===== src/rtl/cpu_pkg.sv =====
// Shared definitions for the decoder and the execute datapath:
// data/address widths, ALU opcodes and the halt latch state type.
package cpu_pkg;

  localparam int DATA_W     = 8;
  localparam int REG_ADDR_W = 4;

  localparam logic [3:0] ALU_PASS_A = 4'b0000;
  localparam logic [3:0] ALU_PASS_B = 4'b0001;
  localparam logic [3:0] ALU_ADD    = 4'b0010;
  localparam logic [3:0] ALU_NEG    = 4'b0011;
  localparam logic [3:0] ALU_AND    = 4'b0100;
  localparam logic [3:0] ALU_OR     = 4'b0101;
  localparam logic [3:0] ALU_SHL    = 4'b0110;
  localparam logic [3:0] ALU_SHR    = 4'b0111;
  localparam logic [3:0] ALU_EQ     = 4'b1000;
  localparam logic [3:0] ALU_GT     = 4'b1001;

  typedef enum logic {
    RUN    = 1'b0,
    HALTED = 1'b1
  } halt_state_t;

endpackage


===== src/rtl/alu_unit.sv =====
// Purely combinational ALU; unsigned arithmetic truncated to DATA_W.
// carry reports the ADD carry-out or the last bit shifted out by SHL/SHR.
module alu_unit #(
  parameter int DATA_W = cpu_pkg::DATA_W
) (
  input  logic [DATA_W-1:0] opA,
  input  logic [DATA_W-1:0] opB,
  input  logic [3:0]        aluOpCode,
  output logic [DATA_W-1:0] result,
  output logic              carry
);
  import cpu_pkg::*;

  logic [3:0]      shamt;
  logic [DATA_W:0] sum;
  logic [DATA_W:0] shl_ext;
  logic [DATA_W:0] shr_ext;

  // One guard bit on each shift catches the last bit shifted out; amounts
  // past the width naturally flush both result and carry to zero.
  assign shamt   = opB[3:0];
  assign sum     = {1'b0, opA} + {1'b0, opB};
  assign shl_ext = {1'b0, opA} << shamt;
  assign shr_ext = {opA, 1'b0} >> shamt;

  always_comb begin
    result = '0;
    carry  = 1'b0;
    case (aluOpCode)
      ALU_PASS_A: result = opA;
      ALU_PASS_B: result = opB;
      ALU_ADD: begin
        result = sum[DATA_W-1:0];
        carry  = sum[DATA_W];
      end
      ALU_NEG:    result = '0 - opB;
      ALU_AND:    result = opA & opB;
      ALU_OR:     result = opA | opB;
      ALU_SHL: begin
        result = shl_ext[DATA_W-1:0];
        carry  = shl_ext[DATA_W];
      end
      ALU_SHR: begin
        result = shr_ext[DATA_W:1];
        carry  = shr_ext[0];
      end
      ALU_EQ:     result = {{(DATA_W-1){1'b0}}, (opA == opB)};
      ALU_GT:     result = {{(DATA_W-1){1'b0}}, (opA > opB)};
      default: begin
        result = '0;
        carry  = 1'b0;
      end
    endcase
  end

endmodule


===== src/rtl/cpu_datapath.sv =====
// Execute stage: register file, ALU, write-back and sticky halt latch.
// Define CPU_DATAPATH_FLAGS_EN to add zeroFlag/carryFlag outputs.
module cpu_datapath #(
  parameter int DATA_W    = cpu_pkg::DATA_W,
  parameter int REG_COUNT = 16
) (
  input  logic                          clk,
  input  logic                          rst,
  input  logic [cpu_pkg::REG_ADDR_W-1:0] destAddress,
  input  logic [cpu_pkg::REG_ADDR_W-1:0] aAddress,
  input  logic [cpu_pkg::REG_ADDR_W-1:0] bAddress,
  input  logic                          muxASelect,
  input  logic                          muxBSelect,
  input  logic [3:0]                    aluOpCode,
  input  logic                          writeSourceSelect,
  input  logic                          writeEnable,
  input  logic                          conditionalWrite,
  input  logic                          haltRequest,
  input  logic                          haltCondition,
  input  logic [DATA_W-1:0]             selectedInputData,
  output logic                          halt,
  output logic [DATA_W-1:0]             outputData,
  output logic [DATA_W-1:0]             aluResult
`ifdef CPU_DATAPATH_FLAGS_EN
  ,
  output logic                          zeroFlag,
  output logic                          carryFlag
`endif
);
  import cpu_pkg::*;

  halt_state_t       state;
  logic [DATA_W-1:0] regs [REG_COUNT];
  logic [DATA_W-1:0] op_a;
  logic [DATA_W-1:0] op_b;
  logic [DATA_W-1:0] wdata;
  logic              alu_carry;
  logic              cond_true;
  logic              commit;
  logic              halt_now;

  assign op_a      = muxASelect ? selectedInputData : regs[aAddress];
  assign op_b      = muxBSelect ? selectedInputData : regs[bAddress];
  assign cond_true = (regs[aAddress] != '0);
  assign wdata     = writeSourceSelect ? selectedInputData : aluResult;
  assign commit    = writeEnable && (state == RUN) && (!conditionalWrite || cond_true);
  assign halt_now  = haltRequest || (haltCondition && cond_true);

  alu_unit #(.DATA_W(DATA_W)) u_alu (
    .opA       (op_a),
    .opB       (op_b),
    .aluOpCode (aluOpCode),
    .result    (aluResult),
    .carry     (alu_carry)
  );

  // Reads see the pre-edge contents, so same-cycle read/write returns the old value.
  always_ff @(posedge clk) begin
    if (!rst) begin
      for (int i = 0; i < REG_COUNT; i++) regs[i] <= '0;
      outputData <= '0;
    end else if (commit) begin
      regs[destAddress] <= wdata;
      outputData        <= wdata;
    end
  end

  // Halt is sticky: only reset returns the datapath to RUN.
  always_ff @(posedge clk) begin
    if (!rst) begin
      state <= RUN;
      halt  <= 1'b0;
    end else begin
      case (state)
        RUN: begin
          if (halt_now) begin
            state <= HALTED;
            halt  <= 1'b1;
          end
        end
        HALTED: halt <= 1'b1;
        default: begin
          state <= RUN;
          halt  <= 1'b0;
        end
      endcase
    end
  end

`ifdef CPU_DATAPATH_FLAGS_EN
  always_ff @(posedge clk) begin
    if (!rst) begin
      zeroFlag  <= 1'b0;
      carryFlag <= 1'b0;
    end else if (commit && !writeSourceSelect) begin
      zeroFlag  <= (wdata == '0);
      carryFlag <= alu_carry;
    end
  end
`else
  logic unused_alu_carry;
  assign unused_alu_carry = alu_carry;
`endif

endmodule


===== config.mk =====
export PLATFORM = sky130hd
export DESIGN_NAME = cpu_datapath
export DESIGN_NICKNAME = d
export VERILOG_FILES = /design/src/rtl/cpu_pkg.sv /design/src/rtl/alu_unit.sv /design/src/rtl/cpu_datapath.sv
export SDC_FILE = /design/constraint.sdc
export NUM_CORES = 1
export LEC_CHECK = 0
export ABC_AREA = 1
export BUFFER_PORTS_ARGS = -buffer_cell sky130_fd_sc_hd__buf_4
export CORE_MARGIN = 5
export CORE_UTILIZATION = 55
export CTS_BUF_LIST = sky130_fd_sc_hd__clkbuf_8
export CTS_CLUSTER_SIZE = 8
export DETAILED_ROUTE_END_ITERATION = 10
export PLACE_DENSITY = 0.73
export SYNTH_ARGS = -nofsm -noshare
export SYNTH_HDL_FRONTEND = slang
export SYNTH_SLANG_ARGS = --single-unit

===== constraint.sdc =====
create_clock -name clk -period 7.5 [get_ports clk]
set_input_delay 1.5 -clock clk [delete_from_list [all_inputs] [get_ports clk]]
set_output_delay 1.5 -clock clk [all_outputs]
set_load 0.05 [all_outputs]

### Word-level counts from Yosys, hierarchy flattened

Memories as Yosys holds them, arrays and structs flattened.
Cells that the tools add are included.

| storage, ports and cells | value |
|---|---|
| register bits after elaboration | 10 |
| memory bits (writable) | 128 |
| input bits | 33 |
| output and inout port bits | 17 |
| word-level logic and storage cells | 47 |
| memories | 1 |

Memories:

| memory | depth | width | read ports | clocked after memory_dff | write ports | line | source |
|---|---|---|---|---|---|---|---|
| regs | 16 | 8 | 2 | 0 | 16 | cpu_datapath.sv:33 | `logic [DATA_W-1:0] regs [REG_COUNT];` |

| operators by class | value |
|---|---|
| $add $sub $neg | 2 |
| $lt $le $gt $ge | 1 |
| equal/unequal tests | 11 |
| shifts and indexed selects | 2 |
| mux-type cells | 15 |
| bitwise logic cells | 3 |
| reductions and logical operators | 9 |

Operators with widths:

| kind | number |
|---|---|
| 8-bit one-hot mux with 10 select lines | 1 |
| 8-bit 2-to-1 mux | 4 |
| 4-bit by 3-bit equality test with 1-bit output, second input constant | 4 |
| 9-bit by 4-bit >> shifter with 9-bit output | 1 |
| 8-bit adder | 1 |
| 8-bit bitwise AND | 1 |
| 4-bit by 2-bit equality test with 1-bit output, second input constant | 2 |
| 4-bit equality test, second input constant | 2 |
| 8-bit equality test | 1 |
| 8-bit greater-than comparator | 1 |
| 1-bit 2-to-1 mux | 8 |
| 8-bit bitwise OR | 1 |
| 8-bit nonzero test | 1 |
| 8-bit OR reduction | 1 |
| 8-bit by 4-bit left shift with 8-bit output | 1 |
| 1-bit by 8-bit subtractor with 8-bit output, first input constant | 1 |
| 4-bit by 1-bit equality test with 1-bit output, second input constant | 1 |
| 4-bit zero test | 1 |
| 4-bit 2-to-1 mux | 1 |
| 1-bit logical AND | 3 |
| 1-bit logical OR | 2 |
| 2-bit != test, second input constant | 1 |
| 1-bit one-hot mux with 2 select lines | 1 |
| 1-bit zero test | 1 |
| 1-bit inverter | 1 |

### Depth between registers and ports, before layout

An unclocked memory read counts as a cell.

| depth | value |
|---|---|
| depth in word-level cells | 9 |
| mapped depth | 29 |

### Modules after synthesis

A second synthesis with hierarchy kept.

| second synthesis, totals | value |
|---|---|
| cell total of the unflattened synthesis | 1391 |
| area total of the unflattened synthesis | 10042.1 µm² |

Modules (own cells, without submodules):

| module | instances | cells an instance | area an instance (µm²) | sequential area each (µm²) |
|---|---|---|---|---|
| cpu_datapath | 1 | 1014 | 8180.3 | 4043.9 |
| alu_unit | 1 | 377 | 1861.8 | 0.0 |

### Least setup slack after synthesis

No wires, ideal clock.

| timing path | value |
|---|---|
| path kind | input to output |
| start | input port aAddress[1] in the netlist's numbering |
| end | output port aluResult[6] |
| data arrival time | 4.254 ns |
| path slack | 1.746 ns |
| stages | 24 |
| buffers on the path | 2 |
| cell sequence | buf_4 inv_4 buf_2 o211ai_1 nand3_1 nand3_1 nand2_1 nand2_1 nand2_1 ha_1 inv_1 fa_1 inv_1 nand3_1 nand2_1 a21oi_1 o21bai_1 a21oi_1 o21ai_0 o21ai_0 nor2_1 nand2_1 nor2_1 nand2_1 |

| on the way | value |
|---|---|
| longest elaborated chain between the ends | 4 |
| elaborated cells on any way between the ends | 8 |
| classes of those cells | 1 x add/sub; 2 x shift; 2 x mux; 2 x bitwise; 1 x memory |

RTL lines:

| what | line | source |
|---|---|---|
| start: declaration | cpu_datapath.sv:10 | `input logic [cpu_pkg::REG_ADDR_W-1:0] aAddress,` |
| memory read 16 x 8 bit * | n/a |  |
| 8-bit 2-to-1 mux * | cpu_datapath.sv:42 | `assign op_a = muxASelect ? selectedInputData : regs[aAddress];` |
| 8-bit adder, or another cell as far along | alu_unit.sv:22 | `assign sum = {1'b0, opA} + {1'b0, opB};` |
| 8-bit one-hot mux with 10 select lines * | alu_unit.sv:29 | `case (aluOpCode)` |
| end: declaration | cpu_datapath.sv:23 | `output logic [DATA_W-1:0] aluResult` |

Every way passes the cells marked *; elsewhere a longest branch is shown, timed or not.

### Final worst setup path

| timing path | value |
|---|---|
| start | input port aAddress[0] in the netlist's numbering |
| end | output port aluResult[6] |

The elaborated chain is that of the path after synthesis.

==> impl_results.md <==
- Number of levels in the clock H-tree: 4
- Setup violators final: 0
- Largest delay contributor family on the critical path: simple AND/OR/NAND/NOR gates
- Minimum clock period: 6.73 ns
- Dpl hpwl: 23200 um
- Clk pin slew, worst setup/hold paths: 0.08 ns
- Die Height: 144 um
- Clock tree skew after final layout: 0.0142 ns
- Max stage delay on crit path: 0.50 ns
- Top FF cell, synth: sky130_fd_sc_hd__edfxtp_1
- Post-synthesis average cell area: 7.00 um^2
- Area of the die: 20600 um^2
- Worst path required time: 6.00 ns
- I/O pin count: 50
- Final RePlAce weighted congestion: 1.01
- Ys Warns: 0
- Crit share post-route: 89.7%
- Insertion delay of the later-clocked pin in the worst-skew pair: 0.47 ns
- Post-Synthesis Cells: 1403
- Setup Total Neg Slack: 0 ns
- Detail-routed via count per cell: 5.86
- Net Count, Synth: 1463
- Proportion of register bits with asynchronous set or reset after synthesis: 0%
- Critical path capture point type: output port
- Critical path's slowest cell: sky130_fd_sc_hd__buf_4
- Clock sinks: 138
- P_leak: 4.94 nW
- TritonCTS clock tree: done
- Hold bufs inserted after CTS: 0
- Final Hold Fails: 0
- Final routed DRC violation total: 0
- Critical Path AT: 5.23 ns
- Post-Syn Area: 9810 um^2
- Maximum number of buffers from clock root to sink: 2
- Maximum capacitance violations: 0
- RSZ-0062 raised after global routing: false
- Max-slew violation total from the final report: 0
- Max VDD drop: 0.139 mV
- Length in cells of the worst reg-to-reg path: 24
- Depth of the worst hold-timing path: 2
- Initial core utilization: 56.4%
- Buffers plus inverters on the worst setup path: 5
- Worst setup path class: primary input to output port
- Vias after detailed routing: 9716
- Number of nets in the finished design: 1479
- DRC marker count from the first detailed-route iteration: 1390
- Vias in the first global route: 8886
- Sum of internal, switching and leakage power: 0.00200 W
- Fraction of layout instances using a drive strength above 1: 9.43%
- Worst-path maximum fanout: 51
- Largest net degree at the start of global routing: 58
- Number of standard-cell rows in the floorplan: 48
- Post-detailed-routing wire length: 32700 um
- X dimension of the die: 144 um
- Clock Tree Root: sky130_fd_sc_hd__clkbuf_8
- CTS-repair resized insts: 0
- Total gr overflow: 0
- CORE AREA: 17400 um^2
- Total of buffers placed on input and output ports: 49
- Highest achievable clock rate: 0.149 GHz
- Relative area change from synthesis to final layout: 7.47%
- Routed wire length per instance: 19.7 um
- Cell mode on critical path: sky130_fd_sc_hd__nand2_1
- Class of the tightest hold or removal check: register to register
- Global router's overall resource usage: 32.2%
- Total inserted antenna cells: 0
- Startpoint type of the worst setup path: primary input
- Outcome: complete, no violations
- DRT Pass-1 Iters: 6
- Wire length of the first global-routing pass: 50100 um
- Seq/Total Area, Yosys: 41.2%
- Antenna-violating nets left: 0
- Number of logic stages on the critical path including buffering: 26
- Synthesis-stage register bit count: 138
- Power per unit of standard cell area: 190 nW/um^2
- Transition time of the tightest slew-check pin: 0.807 ns
- Number of antenna violations at the first check in global routing: 0
- Number of buffers created by CTS: 17
- Relative slew slack: 46.0%
- Count of cell types in the netlist: 42
- Number of enable flip-flop cells after synthesis: 128
- Count of buffers added by post-CTS timing repair for setup: 0
- Post-route worst hold slack: 0.490 ns
[final timing paths]
check	from	to	slack (ns)
max reg2reg	regs[13][1]	regs[14][5]	3.40
max	aAddress[0]	aluResult[6]	0.77
min reg2reg	halt	halt	0.49
min	halt	halt	0.49
[placed cells by master (no fill, tap or decap), drive strengths merged, types with 4 or more instances in the layout]
cell    synthesis  routed
edfxtp        128     128
nor2          189     189
nand2         538     538
o21ai          38      38
buf            55      60
a21oi          30      30
o211ai          7       7
nand4           4       4
inv           134     138
ha             26      26
nor3            6       6
a31oi           4       4
dfxtp          10      10
clkbuf          8      17
nand3         208     208
clkinv          0       6
[power breakdown]
group / internal (W) / switching (W) / total, W
Combinational: 0.000134 / 0.000355 / 0.000488
Sequential: 0.000874 / 0.0000233 / 0.000897
Clock: 0.000323 / 0.000297 / 0.000620
[sequential cells by signal, indices dropped and copies added, names as in the netlist]
name and count:
regs 128, outputData 8, halt 1, state 1
[cells in the mapped netlist, types with 2 or more instances]
cell | number | share of area [%]
sky130_fd_sc_hd__a211oi_1 | 2 | 0.15
sky130_fd_sc_hd__a21boi_4 | 2 | 0.38
sky130_fd_sc_hd__a21oi_1 | 29 | 1.5
sky130_fd_sc_hd__a31oi_1 | 4 | 0.25
sky130_fd_sc_hd__buf_1 | 3 | 0.11
sky130_fd_sc_hd__buf_2 | 27 | 1.4
sky130_fd_sc_hd__buf_4 | 14 | 1.1
sky130_fd_sc_hd__buf_6 | 11 | 1.3
sky130_fd_sc_hd__clkbuf_1 | 8 | 0.31
sky130_fd_sc_hd__dfxtp_1 | 10 | 2.0
sky130_fd_sc_hd__edfxtp_1 | 128 | 39
sky130_fd_sc_hd__ha_1 | 26 | 3.3
sky130_fd_sc_hd__inv_1 | 126 | 4.8
sky130_fd_sc_hd__inv_2 | 6 | 0.23
sky130_fd_sc_hd__inv_4 | 2 | 0.13
sky130_fd_sc_hd__nand2_1 | 516 | 20
sky130_fd_sc_hd__nand2_2 | 21 | 1.3
sky130_fd_sc_hd__nand3_1 | 205 | 10
sky130_fd_sc_hd__nand3_2 | 3 | 0.31
sky130_fd_sc_hd__nand4_1 | 4 | 0.25
sky130_fd_sc_hd__nor2_1 | 185 | 7.1
sky130_fd_sc_hd__nor2_2 | 3 | 0.19
sky130_fd_sc_hd__nor3_1 | 3 | 0.15
sky130_fd_sc_hd__nor3_2 | 3 | 0.31
sky130_fd_sc_hd__o211ai_1 | 7 | 0.54
sky130_fd_sc_hd__o21ai_0 | 32 | 1.6
sky130_fd_sc_hd__o21ai_1 | 4 | 0.20
sky130_fd_sc_hd__o221ai_1 | 2 | 0.18
sky130_fd_sc_hd__o22ai_1 | 2 | 0.13
sky130_fd_sc_hd__or2_2 | 3 | 0.19
[worst register-to-register path: cells and delay by family, from the launching register on]
kind | cells | cell delay (ns)
simple gates | 17 | 1.87
buf+inv | 3 | 0.28
fa+ha+maj | 1 | 0.36
flops | 1 | 0.41
compound gates | 3 | 0.92
[routing by layer]
| metal | part of all wire, % | global-route usage (%) | up-vias |
|---|---|---|---|
| met3 | 10 | 5.99 | 122 |
| li1 | - | - | 4546 |
| met5 | 0 | 0 | - |
| met1 | 39 | 41.9 | 4411 |
| met4 | 6.2 | 18.3 | 0 |
| met2 | 45 | 50.7 | 637 |
[layout make-up]
cell class	count	area [um^2]
timing repair buffer	60	463
clock buffer	17	234
inverter	134	508
multi-input combinational	1068	4860
clock inverter	15	160
tap	225	282
sequential	138	4040
fill	1622	6870
[logic make-up (layout without fill, tap and decap cells)]
kind of cell	count (synthesis)	after routing	synth area share, %
compound gates	90	90	5.53
fa+ha+maj	27	27	3.52
buf+inv	197	226	9.31
flops	138	138	41.2
simple gates	951	951	40.4
[metrics by stage]
stage | instance area, um^2 | worst slack, ns | cells | util, %
floorplan | 9810 | 1.75 | 1403 | -
global placement | 10200 | 0.886 | 1625 | 58.3
detailed placement | 10200 | 0.866 | 1625 | 58.3
CTS | 10500 | 0.862 | 1657 | 60.6
global route | 10500 | 0.295 | 1657 | 60.6
finish | 10500 | 0.771 | 1657 | 60.6
Power figures use the tool's default switching activity.
